File: src/rtl/i2c_pkg.sv
// rtl/i2c_pkg.sv - shared types and constants for the I2C register target
package i2c_pkg;

  typedef enum logic [3:0] {
    ST_IDLE,
    ST_ADDR,
    ST_ADDR_ACK,
    ST_PTR,
    ST_PTR_ACK,
    ST_WDATA,
    ST_WDATA_ACK,
    ST_RDATA,
    ST_RDATA_ACK
  } i2c_state_t;

  localparam logic       I2C_RW_READ      = 1'b1;
  localparam logic [6:0] I2C_DEFAULT_ADDR = 7'h2A;

endpackage

File: src/rtl/i2c_line_filter.sv
// rtl/i2c_line_filter.sv - 2-FF synchronizer, FILT-sample stability filter and edge pulses
module i2c_line_filter #(
  parameter int FILT = 3
) (
  input  logic clk,
  input  logic reset,
  input  logic pin,
  output logic f,
  output logic rise,
  output logic fall
);

  localparam int CW = (FILT > 1) ? $clog2(FILT + 1) : 1;

  logic [1:0]    sync;
  logic          f_d;
  logic [CW-1:0] cnt;

  // The output only follows the synchronized level once it has differed for FILT samples in a row.
  always_ff @(posedge clk) begin
    if (reset) begin
      sync <= 2'b11;
      f    <= 1'b1;
      f_d  <= 1'b1;
      cnt  <= '0;
    end else begin
      sync <= {sync[0], pin};
      f_d  <= f;
      if (sync[1] == f) begin
        cnt <= '0;
      end else if (cnt == CW'(FILT - 1)) begin
        f   <= sync[1];
        cnt <= '0;
      end else begin
        cnt <= cnt + 1'b1;
      end
    end
  end

  assign rise = f & ~f_d;
  assign fall = ~f & f_d;

endmodule

File: src/rtl/i2c_target_regs.sv
// rtl/i2c_target_regs.sv - I2C target exposing a byte-wide register port with auto-incrementing pointer
module i2c_target_regs
  import i2c_pkg::*;
#(
  parameter logic [6:0] ADDR = I2C_DEFAULT_ADDR,
  parameter int         FILT = 3
) (
  input  logic       clk,
  input  logic       reset,
  input  logic       scl_i,
  input  logic       sda_i,
  output logic       sda_t,
  output logic [7:0] reg_addr,
  output logic [7:0] reg_wdata,
  output logic       reg_we,
  output logic       reg_re,
  input  logic [7:0] reg_rdata,
  output logic       busy
);

  logic scl_f, scl_rise, scl_fall;
  logic sda_f, sda_rise, sda_fall;

  i2c_line_filter #(.FILT(FILT)) u_scl_filter (
    .clk  (clk),
    .reset(reset),
    .pin  (scl_i),
    .f    (scl_f),
    .rise (scl_rise),
    .fall (scl_fall)
  );

  i2c_line_filter #(.FILT(FILT)) u_sda_filter (
    .clk  (clk),
    .reset(reset),
    .pin  (sda_i),
    .f    (sda_f),
    .rise (sda_rise),
    .fall (sda_fall)
  );

  i2c_state_t state;
  logic [3:0] bit_cnt;
  logic [7:0] shreg;
  logic       rw;
  logic       load_pending;
  logic       inc_pending;

  logic start, stop, shift_en, byte_done;

  assign start     = sda_fall & scl_f;
  assign stop      = sda_rise & scl_f;
  assign shift_en  = scl_rise && (bit_cnt != 4'd8);
  assign byte_done = scl_fall && (bit_cnt == 4'd8);

  always_ff @(posedge clk) begin
    if (reset) begin
      state        <= ST_IDLE;
      bit_cnt      <= 4'd0;
      shreg        <= 8'd0;
      rw           <= 1'b0;
      sda_t        <= 1'b1;
      reg_addr     <= 8'd0;
      reg_wdata    <= 8'd0;
      reg_we       <= 1'b0;
      reg_re       <= 1'b0;
      busy         <= 1'b0;
      load_pending <= 1'b0;
      inc_pending  <= 1'b0;
    end else begin
      reg_we       <= 1'b0;
      reg_re       <= 1'b0;
      // Read data arrives the clk after reg_re; the pointer steps the clk after reg_we.
      load_pending <= reg_re;
      inc_pending  <= reg_we;
      if (load_pending) shreg <= reg_rdata;
      if (inc_pending) reg_addr <= reg_addr + 8'd1;

      if (start) begin
        state   <= ST_ADDR;
        bit_cnt <= 4'd0;
        sda_t   <= 1'b1;
      end else if (stop) begin
        state <= ST_IDLE;
        sda_t <= 1'b1;
        busy  <= 1'b0;
      end else begin
        case (state)
          ST_ADDR: begin
            if (shift_en) begin
              shreg   <= {shreg[6:0], sda_f};
              bit_cnt <= bit_cnt + 4'd1;
            end else if (byte_done) begin
              bit_cnt <= 4'd0;
              if (shreg[7:1] == ADDR) begin
                sda_t <= 1'b0;
                busy  <= 1'b1;
                rw    <= shreg[0];
                state <= ST_ADDR_ACK;
                if (shreg[0] == I2C_RW_READ) reg_re <= 1'b1;
              end else begin
                busy  <= 1'b0;
                state <= ST_IDLE;
              end
            end
          end
          ST_ADDR_ACK: begin
            if (scl_fall) begin
              if (rw == I2C_RW_READ) begin
                sda_t   <= shreg[7];
                shreg   <= {shreg[6:0], 1'b0};
                bit_cnt <= 4'd1;
                state   <= ST_RDATA;
              end else begin
                sda_t   <= 1'b1;
                bit_cnt <= 4'd0;
                state   <= ST_PTR;
              end
            end
          end
          ST_PTR: begin
            if (shift_en) begin
              shreg   <= {shreg[6:0], sda_f};
              bit_cnt <= bit_cnt + 4'd1;
            end else if (byte_done) begin
              reg_addr <= shreg;
              sda_t    <= 1'b0;
              state    <= ST_PTR_ACK;
            end
          end
          ST_PTR_ACK, ST_WDATA_ACK: begin
            if (scl_fall) begin
              sda_t   <= 1'b1;
              bit_cnt <= 4'd0;
              state   <= ST_WDATA;
            end
          end
          ST_WDATA: begin
            if (shift_en) begin
              shreg   <= {shreg[6:0], sda_f};
              bit_cnt <= bit_cnt + 4'd1;
            end else if (byte_done) begin
              reg_wdata <= shreg;
              reg_we    <= 1'b1;
              sda_t     <= 1'b0;
              state     <= ST_WDATA_ACK;
            end
          end
          ST_RDATA: begin
            if (scl_fall) begin
              if (bit_cnt == 4'd8) begin
                sda_t    <= 1'b1;
                reg_addr <= reg_addr + 8'd1;
                state    <= ST_RDATA_ACK;
              end else begin
                sda_t   <= shreg[7];
                shreg   <= {shreg[6:0], 1'b0};
                bit_cnt <= bit_cnt + 4'd1;
              end
            end
          end
          ST_RDATA_ACK: begin
            if (scl_rise) begin
              if (!sda_f) begin
                reg_re <= 1'b1;
              end else begin
                busy  <= 1'b0;
                state <= ST_IDLE;
              end
            end else if (scl_fall) begin
              sda_t   <= shreg[7];
              shreg   <= {shreg[6:0], 1'b0};
              bit_cnt <= 4'd1;
              state   <= ST_RDATA;
            end
          end
          default: ;
        endcase
      end
    end
  end

endmodule

File: config.mk
export PLATFORM = sky130hd
export DESIGN_NAME = i2c_target_regs
export DESIGN_NICKNAME = d
export VERILOG_FILES = /design/src/rtl/i2c_pkg.sv /design/src/rtl/i2c_line_filter.sv /design/src/rtl/i2c_target_regs.sv
export SDC_FILE = /design/constraint.sdc
export NUM_CORES = 1
export LEC_CHECK = 0
export CELL_PAD_IN_SITES_DETAIL_PLACEMENT = 0
export CELL_PAD_IN_SITES_GLOBAL_PLACEMENT = 1
export CORE_ASPECT_RATIO = 0.75
export CORE_MARGIN = 3
export CORE_UTILIZATION = 42
export DETAILED_ROUTE_END_ITERATION = 10
export HOLD_SLACK_MARGIN = 0.03
export PLACE_DENSITY_LB_ADDON = 0.08
export REMOVE_ABC_BUFFERS = 1
export SLEW_MARGIN = 10
export SYNTH_ARGS = -nofsm -noshare
export SYNTH_HDL_FRONTEND = slang
export SYNTH_SLANG_ARGS = --single-unit
File: constraint.sdc
create_clock -name clk -period 3.1 [get_ports clk]
set_clock_uncertainty 0.2 [all_clocks]
set_input_delay 0.62 -clock clk [delete_from_list [all_inputs] [get_ports clk]]
set_output_delay 0.62 -clock clk [all_outputs]
set_load 0.02 [all_outputs]
Word level (Yosys, flattened, before mapping) --
Index checks and enable logic that the tools add are counted.
Storage, ports and cells: bits in registers 51, input port bits 12, output and inout port bits 20
Cells by class: muxes and demuxes 76, $add $sub $neg 4, bitwise logic cells 16, reductions and logical operators 23, equality and inequality tests 51
Operator list (number):
- 2-to-1 mux 8 bit | 17
- 2-to-1 mux 4 bit | 22
- != test 4 bit (second input constant) | 11
- one-hot mux 8 bit (4 select lines) | 1
- != test 2 bit (second input constant) | 15
- 2-to-1 mux 1 bit | 28
- one-hot mux 4 bit (7 select lines) | 1
- AND reduction 13 bit | 2
- one-hot mux 4 bit (6 select lines) | 1
- == test 4 x 3 -> 1 bit (second input constant) | 4
- one-hot mux 8 bit (2 select lines) | 1
- != test 3 bit (second input constant) | 5
- AND reduction 6 bit | 2
- OR reduction 3 bit | 4
- AND reduction 11 bit | 1
- inverter 1 bit | 10
- AND reduction 10 bit | 1
- nonzero test 9 bit | 1
- adder 8 x 1 -> 8 bit (second input constant) | 1
- == test 4 x 2 -> 1 bit (second input constant) | 2
- == test 4 bit (second input constant) | 2
- == test 7 x 6 -> 1 bit (second input constant) | 1
- nonzero test 7 bit | 1
- AND 1 bit | 6
- other kinds (20) | 30

Longest topological paths before layout --
depth after elaboration 8, mapped depth 9, mapped depth without buffers 7

Modules after synthesis --
Synthesis repeated with hierarchy kept, for this count alone.
Second synthesis, totals: cells, all modules 343, area total of the unflattened synthesis 2944.1 um^2
By module, submodules not included:
- i2c_target_regs | area an instance 2533.7 um^2, times used 1, cells an instance 307
- i2c_line_filter | area an instance 205.2 um^2, times used 2, cells an instance 18

Worst setup path after synthesis --
OpenSTA, ideal clock, no wires.
path type reg2reg, start point register u_scl_filter.f, end point register bit_cnt[2], cell stages (with the launch flop) 10, arrival time 1.892 ns, data required time 2.775 ns, library setup time 0.125 ns, setup slack 0.882 ns, cells stage by stage dfxtp_1 -> clkbuf_1 -> inv_1 -> ha_1 -> and4b_1 -> clkbuf_1 -> nand2_1 -> a31o_2 -> a211oi_1 -> o22ai_1
Between the ends: longest elaborated chain between the ends 5, elaborated cells between the ends (all ways) 19, those cells by class eq/ne (7); mux (2); bitwise (6); reduce/logical (4)
RTL lines:
- start: declaration | RTL line i2c_line_filter.sv:8 | output logic f,
- start signal: assignment | RTL line i2c_line_filter.sv:32 | f <= sync[1];
- inverter 1 bit | RTL line i2c_line_filter.sv:41 | assign fall = ~f & f_d;
- AND 1 bit | RTL line i2c_line_filter.sv:41
- logical AND 1 bit | RTL line i2c_target_regs.sv:54 | assign byte_done = scl_fall && (bit_cnt == 4'd8);
- != test 3 bit (no line)
- AND reduction 10 bit (no line)
- end signal: assignment | RTL line i2c_target_regs.sv:92 | bit_cnt <= bit_cnt + 4'd1;
- end signal: assignment | RTL line i2c_target_regs.sv:124 | bit_cnt <= bit_cnt + 4'd1;
- end signal: assignment | RTL line i2c_target_regs.sv:141 | bit_cnt <= bit_cnt + 4'd1;
- end: declaration | RTL line i2c_target_regs.sv:43 | logic [3:0] bit_cnt;
Several ways; a longest one is shown, not always the timed one. A chain may end at the register's enable or synchronous reset.

Worst setup path after layout --
start point register u_scl_filter.f, end point register reg_wdata[2]
Between the ends: longest elaborated chain between the ends 4, elaborated cells between the ends (all ways) 11, those cells by class bitwise (8); reduce/logical (3)
RTL lines:
- AND 1 bit / inverter 1 bit (equally long branches) | RTL line i2c_line_filter.sv:40, i2c_line_filter.sv:41
- logical AND 1 bit / AND 1 bit (equally long branches) | RTL line i2c_target_regs.sv:53, i2c_line_filter.sv:41
- inverter 1 bit (no line) / logical AND 1 bit (equally long branches)
- AND reduction 5 bit (no line) (*)
- end signal: assignment | RTL line i2c_target_regs.sv:143 | reg_wdata <= shreg;
- end: declaration | RTL line i2c_target_regs.sv:14 | output logic [7:0] reg_wdata,
Mark *: on every way between the ends. The rest lies on a longest branch, timed or not.

==> run_results.csv <==
group,metric,value,unit
run_status,outcome,"completed",
worst_hold_path,hold_class,"reg -> reg",
job,cap_violations,0,
critical_path,reg2reg_depth,7,
critical_path,critical_path_class,"reg -> reg",
synthesis,synth_ff_type,"dfxtp_1",
timing,slew_headroom,57.6,%
finish,area_growth_syn_to_layout,15.5,%
critical_path,crit_cells,7,
synthesis,syn_area,2870,um2
clocking,htree_levels,2,
finish,final_area,3310,um2
critical_path,crit_arrival,2500,ps
power,seq_power_share,60.3,%
detailed_routing,vias_per_cell,5.85,
die,dieArea,7870,um2
detailed_routing,wl_per_cell,16.8,um
place,portBuffers,31,
synthesis,yosysMostFrequentCell,"dfxtp_1",
power,switching_share,23.6,%
synthesis,synth_top_cells_by_count,"51 x dfxtp_1, 35 x nor2_1, 24 x nor3_1, 20 x nand2_1, 15 x a21oi_1",
synthesis,synth_edf_count,0,
clocking,root_buffer,"clkbuf_8",
critical_path,critPathRequiredTime,3100,ps
die,rows,25,
synthesis,async_flop_share,0,%
critical_path,path_max_fanout,9,
clocking,cts_tree,"done",
power,p_int,838,uW
place,place.gp.congestion,0.883,
die,core,6440,um2
die,io-pin-count,32,
detailed_routing,vias,2616,
power,clockPowerShare,36.1,%
critical_path,crit_chain,"inv_1 -> ha_1 -> nand4b_1 -> a21o_1 -> nor2_4 -> mux2i_1 -> nor2_1",
global_routing,first_global_vias,2478,
timing,fin_crit,2500,ps
detailed_routing,drt_first_pass_iters,5,
power,net-switching-power,259,uW
power,cellLeakagePower,1.11,nW
synthesis,ys_ff_latch,51,
global_routing,grt_first_pass_wirelength,12800,um
timing,timing.final.crit_share,80.8,%
synthesis,seq_area_frac_synth,35.6,%
place,dp_hpwl,5520,um
synthesis,syn_area_per_cell,8.39,um2
finish,finalNetCount,384,
critical_path,path_buf_inv,1,
clocking,cts_inserted_buffers,5,
critical_path,cp_top_family,"simple AND/OR/NAND/NOR gates",
timing,fin_setup_tns,0,ps
global_routing,grt_max_degree,34,
global_routing,antenna_found_initial,0,
power,irDropWorstVdd,0.216,mV
critical_path,cpPeakStageDelay,420,ps
synthesis,synth_cells,342,
synthesis,synth_top_cell_by_area,"dfxtp_1",
timing,slew_violations,0,
synthesis,synth_top_cells_by_area,"dfxtp_1 36%, nor2_1 4.6%, mux2i_1 4.2%",
critical_path,setup.worst_path.end_class,"register",
timing,setup_ws,595,ps
synthesis,synth_top_area_share,35.6,%
finish,nFillCells,644,
global_routing,globalRouteTotalUtil,20.0,%
die,die_w,101,um
clocking,cts.sinks,51,
timing,worstMarginPinSlew,634,ps
timing,setup_viol,0,
global_routing,overflow,0,
clocking,clk_path_buf_depth,2,
worst_hold_path,hold_path_depth,1,
detailed_routing,final_antenna_net_count,0,
timing,hold_violations,0,
finish,drive_gt1_share,7.10,%
clocking,cts_hold_buf,0,
timing,max_freq,399,MHz
detailed_routing,drc,0,
clocking,post_cts_resized,0,
detailed_routing,finalWirelength,7510,um
place,place_area,3220,um2
die,chipHeight,77.6,um
power,p_per_area,331,nW/um2
timing,rsz0062_at_grt,"false",
critical_path,worst_setup_path_start_kind,"register",
finish,diodes,0,
power,power_frac_comb,3.6,%
detailed_routing,drtIter0Drc,208,
place,dp_slack,628,ps
clocking,postCtsSetupRepairBufs,0,
clocking,path_clk_slew,100,ps
synthesis,ys_types,62,
die,initial_core_util,44.5,%
critical_path,cpMaxStageDelayCell,"dfxtp_1",
synthesis,yosys_warnings,0,
clocking,clkLatencyLatePin,300,ps
[power groups by stage]
stage | clock [mW] | sequential, mW | combinational, mW
floorplan | 0 | 0.677 | 0.0124
global placement | 0 | 0.676 | 0.0405
detailed placement | 0 | 0.676 | 0.0402
CTS | 0.406 | 0.661 | 0.0406
global route | 0.437 | 0.662 | 0.0449
finish | 0.396 | 0.661 | 0.0398
[registers in the layout (all words and copies together) (netlist names), 2 cells and up]
signal	count
state	4
shreg	8
u_sda_filter.cnt	2
bit_cnt	4
reg_wdata	8
u_scl_filter.cnt	2
u_scl_filter.sync	2
reg_addr	8
u_sda_filter.sync	2
[final cells by class]
cell class              count  area, um2  share of cell area (%)
clock buffers               5       68.8                    2.08
multi-input cells         263       1730                    52.2
repair buffers             35        340                    10.3
clock inverters             3       18.8                   0.567
well taps                  81        101                    3.06
flip-flops and latches     51       1020                    30.8
inverters                   9       33.8                    1.02
[worst reg2reg max path, delay by kind of cell (launching register included)]
kind | cells | cell delay, ps
AO/OA/AOI/OAI | 1 | 360
adder cells (fa/ha/maj) | 1 | 340
buffers and inverters | 1 | 150
flip-flops | 1 | 420
multiplexers | 1 | 230
AND/OR/NAND/NOR | 3 | 690
[final timing paths]
kind | from | to | slack (ps)
max | u_scl_filter.f$_SDFFE_PP1P_ | reg_wdata[2]$_SDFFE_PP0P_ | 600
min | u_scl_filter.cnt[0]$_SDFF_PP0_ | u_scl_filter.cnt[0]$_SDFF_PP0_ | 210
max reg2reg | u_scl_filter.f$_SDFFE_PP1P_ | reg_wdata[2]$_SDFFE_PP0P_ | 600
min reg2reg | u_scl_filter.cnt[0]$_SDFF_PP0_ | u_scl_filter.cnt[0]$_SDFF_PP0_ | 210
[cells by family (layout without fill, tap and decap cells)]
family	Yosys count	after routing	share of synthesized area, %
compound gates	84	84	21.1
xor+xnor	14	14	4.28
fa+ha+maj	7	7	3.05
buf+inv	28	52	4.14
flops	51	51	35.6
mux	12	12	4.19
simple gates	146	146	27.7
[placed cells by master, fill, tap and decap left out, types with 3 or more instances in the layout]
cell type	Yosys	final
nor2b_1	12	12
clkbuf_8	0	5
ha_1	7	7
a21oi_1	15	15
clkdlybuf4s50_1	0	31
o22a_1	3	3
nand3_1	11	11
xnor2_1	7	7
a211oi_1	5	5
nand3b_1	3	3
inv_1	8	8
nor3_1	24	24
or3_1	5	5
o211ai_1	3	3
a221oi_1	8	8
and3_1	4	4
nand2b_1	4	4
nand4_1	7	7
o21ai_0	10	10
o22ai_1	6	6
nand2_1	20	20
or2_2	6	6
dfxtp_1	51	51
a22oi_1	5	5
buf_4	0	4
mux2i_1	12	12
xor2_1	7	7
o21a_1	5	5
nor2_1	35	35
[layer usage]
metal	GRT usage, %	vias up	wire length, um
li1	-	1308	-
met1	31.0	1208	3770
met2	28.3	92	3090
met3	4.22	8	608
met4	3.85	0	40
met5	0	-	0
[per-stage QoR]
step	std cells	hold slack, ps	power (mW)	util [%]
2_1_floorplan	323	189	0.689	-
3_3_place_gp	439	200	0.717	50.0
3_5_place_dp	439	201	0.717	50.0
4_1_cts	447	216	1.11	51.4
5_1_grt	447	235	1.14	51.4
6_report	447	214	1.10	51.4
(Power assumes the default switching activity.)
